===== config.mk =====
export PLATFORM = sky130hd
export DESIGN_NAME = johnson_step_ctrl
export DESIGN_NICKNAME = d
export VERILOG_FILES = /design/src/rtl/johnson_step_ctrl.sv
export SDC_FILE = /design/constraint.sdc
export NUM_CORES = 1
export LEC_CHECK = 0
export CAP_MARGIN = 20
export CORE_UTILIZATION = 40
export DETAILED_ROUTE_END_ITERATION = 16
export PLACE_DENSITY = 0.75
export SETUP_SLACK_MARGIN = 0.02
export SYNTH_ARGS = -nofsm -noshare
export SYNTH_HDL_FRONTEND = slang
export SYNTH_SLANG_ARGS = --single-unit

===== constraint.sdc =====
create_clock -name clk -period 1.74 [get_ports clk]
set_input_delay 0.261 -clock clk [delete_from_list [all_inputs] [get_ports clk]]
set_output_delay 0.261 -clock clk [all_outputs]
set_load 0.005 [all_outputs]

===== src/rtl/johnson_step_ctrl.sv =====
// rtl/johnson_step_ctrl.sv - Johnson counter stepped in bounded runs with pause/stop/load control.
// Optional JOHNSON_SELFCORRECT_EN: illegal counter patterns are forced to 0000 on the next advance.
module johnson_step_ctrl #(
  parameter int STEP_W = 5
) (
  input  logic              clk,
  input  logic              reset,
  input  logic              start,
  input  logic [STEP_W-1:0] steps,
  input  logic              dir,
  input  logic              pause,
  input  logic              stop,
  input  logic              load,
  input  logic [3:0]        load_val,
  output logic [3:0]        out,
  output logic              busy,
  output logic              done,
  output logic [STEP_W-1:0] remaining,
  output logic              err
);

  typedef enum logic [1:0] {
    S_IDLE  = 2'd0,
    S_RUN   = 2'd1,
    S_PAUSE = 2'd2,
    S_DONE  = 2'd3
  } state_t;

  state_t            r_state;
  state_t            w_state_nxt;
  logic [3:0]        r_out;
  logic [3:0]        w_out_nxt;
  logic [STEP_W-1:0] r_rem;
  logic [STEP_W-1:0] w_rem_nxt;
  logic              r_dir;
  logic              w_dir_nxt;
  logic              r_err;
  logic              w_err_nxt;

  logic [3:0]        w_up;
  logic [3:0]        w_dn;
  logic [3:0]        w_adv;
  logic              w_fix;
  logic              w_last;

  assign w_up   = {~r_out[0], r_out[3:1]};
  assign w_dn   = {r_out[2:0], ~r_out[3]};
  assign w_adv  = r_dir ? w_up : w_dn;
  assign w_last = (r_rem == STEP_W'(1));

`ifdef JOHNSON_SELFCORRECT_EN
  logic w_legal;

  always_comb begin
    w_legal = 1'b0;
    case (r_out)
      4'b0000, 4'b1000, 4'b1100, 4'b1110,
      4'b1111, 4'b0111, 4'b0011, 4'b0001: w_legal = 1'b1;
      default:                            w_legal = 1'b0;
    endcase
  end

  assign w_fix = ~w_legal;
`else
  assign w_fix = 1'b0;
`endif

  always_ff @(posedge clk or negedge reset) begin
    if (!reset) begin
      r_state <= S_IDLE;
    end else begin
      r_state <= w_state_nxt;
    end
  end

  // PAUSE is left on the same edge that performs the next advance, so pause only costs the held cycles.
  always_comb begin
    w_state_nxt = r_state;
    w_out_nxt   = r_out;
    w_rem_nxt   = r_rem;
    w_dir_nxt   = r_dir;
    w_err_nxt   = 1'b0;
    case (r_state)
      S_IDLE: begin
        if (load) begin
          w_out_nxt = load_val;
        end else if (start) begin
          if (steps != '0) begin
            w_rem_nxt   = steps;
            w_dir_nxt   = dir;
            w_state_nxt = S_RUN;
          end else begin
            w_rem_nxt   = '0;
            w_state_nxt = S_DONE;
          end
        end
      end
      S_RUN, S_PAUSE: begin
        if (stop) begin
          w_rem_nxt   = '0;
          w_state_nxt = S_IDLE;
        end else if (pause) begin
          w_state_nxt = S_PAUSE;
        end else begin
          w_out_nxt   = w_fix ? 4'b0000 : w_adv;
          w_err_nxt   = w_fix;
          w_rem_nxt   = r_rem - STEP_W'(1);
          w_state_nxt = w_last ? S_DONE : S_RUN;
        end
      end
      S_DONE: begin
        w_rem_nxt   = '0;
        w_state_nxt = S_IDLE;
      end
      default: begin
        w_state_nxt = S_IDLE;
      end
    endcase
  end

  always_ff @(posedge clk or negedge reset) begin
    if (!reset) begin
      r_out <= 4'b0000;
      r_rem <= '0;
      r_dir <= 1'b1;
      r_err <= 1'b0;
    end else begin
      r_out <= w_out_nxt;
      r_rem <= w_rem_nxt;
      r_dir <= w_dir_nxt;
      r_err <= w_err_nxt;
    end
  end

  assign out       = r_out;
  assign remaining = r_rem;
  assign busy      = (r_state == S_RUN) || (r_state == S_PAUSE);
  assign done      = (r_state == S_DONE);
  assign err       = r_err;

endmodule

==> results.md <==
* Setup Slack @ Placement at -132 ps
* Area post-placement at 1160 um^2
* Post-Layout Inst Area at 1260 um^2
* Async SR Flop Fraction at 100%
* CP endpoint kind: flop
* Num ports at 28
* Maximum clock path buffer count at 2
* ANT nets after route at 0
* Iter 0 DRT Violations at 14
* Path type of the worst setup path: flop to flop
* Worst r2r src: r_state[1]
* Initial antenna violation count at 0
* Syn avg cell area at 9.80 um^2
* Min Hold Slack at 316 ps
* Drt total wl at 2280 um
* Worst Tran Pin Value at 546 ps
* Clk pwr share at 10.0%
* IO Port Bufs at 26
* Most common cell after layout, fill and taps aside: clkdlybuf4s50_1
* Drt first pass iters at 10
* P_leak at 0.000538 uW
* Max Clock Freq at 608 MHz
* Die height at 47.4 um
* Sequential power share at 24.1%
* Number of max-cap violations at 0
* Via count at 786
* Clock latency on the worst-skew pair at 290 ps
* Pwr Density at 1890 nW/um^2
* Net Sw Power at 929 uW
* YS warnings at 0
* Period utilization at 94.6%
* CTS Root Cell: clkbuf_4
* Layout cells sized above 1 at 23.8%
* First-pass GRT wire length at 3250 um
* Register-to-Register Path Depth at 6
* DRC at 1
* WP data arrival at 1820 ps
* Distinct cells, synth at 29
* Failing checks: DRC
* Main synth FF type: dfrtp_1
* Vias in the first global route at 718
* Total core area at 1940 um^2
* Die area at 2240 um^2
* Initial Utilization at 42.4%
* CTS tree: done
* Most frequent cells in the layout: clkdlybuf4s50_1 (24), dfrtp_1 (11), buf_4 (9)
* WP data required at 1920 ps
* Seq cells post-synth at 12
* Area delta synth->final at 52.7%
* Clock sinks at 12
* Critical Path Source Type: flop
* Mapped Area at 823 um^2
* Gr usage total at 22.2%
* Hold Path Class: input port to asynchronous set/reset pin
* Syn nets at 105
* Layout Skew at 8.00 ps
* Pin count of the biggest net entering global routing at 13
* Row count at 16
* Synthesized instance count at 84
* DR vias/cell at 5.28
* Nets at 144
* Comb pwr share at 65.8%
* Antenna Cells at 0
* Worst-path fanout max at 7
* HPWL after detailed placement at 1650 um
* Worst reg2reg endpoint: remaining[1]
* Final min period at 1650 ps
* Outcome: finished, violations left
* GP Congestion at 0.812
* FF-to-FF setup slack at 90 ps
* Sw frac at 39.0%
* Clk pin slew, worst setup/hold paths at 90 ps
* Relative slew slack at 63.5%
* Post-synth EDFFs at 0
* H-Tree Depth at 1
* Total grt overflow at 0
* Post-synthesis sequential area ratio at 36.6%
* CTS buffer count at 3
* PnR worst setup slack at 94.4 ps
* Finished Layout Cells at 149
* Wire per inst at 15.3 um
* Final hold viol count at 0
* Placed cell count at 143
* Final-report max-slew violation count at 0
* Final setup fails at 0
* Fill count at 175
* Die width at 47.4 um
* Max IR drop VDD at 0.981 mV
* Pint at 1450 uW
-- power by group through the flow --
stage	Combinational (uW)	Clock, uW	Sequential, uW
finish	1570	239	574
global route	1700	256	592
CTS	1490	246	567
detailed placement	1390	0	572
global placement	1360	0	568
floorplan	811	0	550
-- state kept, by name, summed over array words and instances, names as in the netlist --
register and flops:
remaining 5, r_dir 1, out 4, r_state 2
-- how the worst max path moves through the flow --
stage	startpoint	to	slack [ps]
floorplan	r_state[1]	r_state[1]	40
global placement	steps[3]	r_dir	-100
detailed placement	steps[3]	r_dir	-130
CTS	r_state[1]	done	10
global route	r_state[0]	remaining[3]	-70
finish	r_state[1]	remaining[1]	90
-- per-stage QoR --
step	utilization, %	TNS [ps]	power, uW
floorplan	-	0	1360
global placement	60.0	-184	1920
detailed placement	60.0	-257	1970
CTS	63.2	0	2300
global route	64.8	-74.9	2550
finish	64.8	0	2380
-- cell families (layout without fill, tap and decap cells) --
| group | count (synthesis) | after routing | synth area share (%) |
|---|---|---|---|
| other cells | 1 | 1 | 0.455 |
| mux | 11 | 11 | 14.1 |
| fa+ha+maj | 5 | 5 | 7.60 |
| flops | 12 | 12 | 36.6 |
| simple gates | 22 | 22 | 17.0 |
| compound gates | 21 | 21 | 18.1 |
| buf+inv | 12 | 50 | 6.08 |
-- critical path, cell delays in order (launching register included) --
cell      delay [ps]
dfrtp_1          370
inv_2             70
ha_4             290
buf_4            110
nand3b_1         200
o21ai_2          140
mux2_2           350
-- per-layer routing --
| metal | global-route usage (%) | vias to the layer above | share of wire, % |
|---|---|---|---|
| li1 | - | 384 | - |
| met1 | 26.1 | 372 | 42 |
| met2 | 38.4 | 24 | 53 |
| met3 | 3.46 | 6 | 3.4 |
| met4 | 12.0 | 0 | 2.3 |
| met5 | 0 | - | 0 |
-- area by class of cell --
type	count	area, um^2	share of cell area (%)
Tap cell	27	33.8	2.69
Timing Repair Buffer	36	340	27.1
Sequential cell	12	302	24.0
Multi-Input combinational cell	60	508	40.4
Inverter	10	37.5	2.99
Clock buffer	4	36.3	2.89
-- synthesized netlist by cell type, drive strengths merged (3+ instances only) --
library cell / number / share of area (%)
mux2i: 6 / 7.3
o2bb2ai: 3 / 3.2
mux2: 5 / 6.8
inv: 10 / 4.6
ha: 5 / 7.6
o21ai: 5 / 3.0
o221ai: 3 / 3.2
a32oi: 3 / 3.2
nor2: 3 / 1.4
nand2b: 5 / 3.8
dfrtp: 11 / 33
a31oi: 3 / 2.3
nor3: 3 / 1.8
nor2b: 3 / 2.3
-- timing repair --
item                       CTS  global route
buffers inserted             2             0
setup endpoints to repair    5             7
gates resized for setup      4             8
pin swaps                    1             2
hold buffers                 0             0
Note: power is estimated with default switching activity, not from simulation.
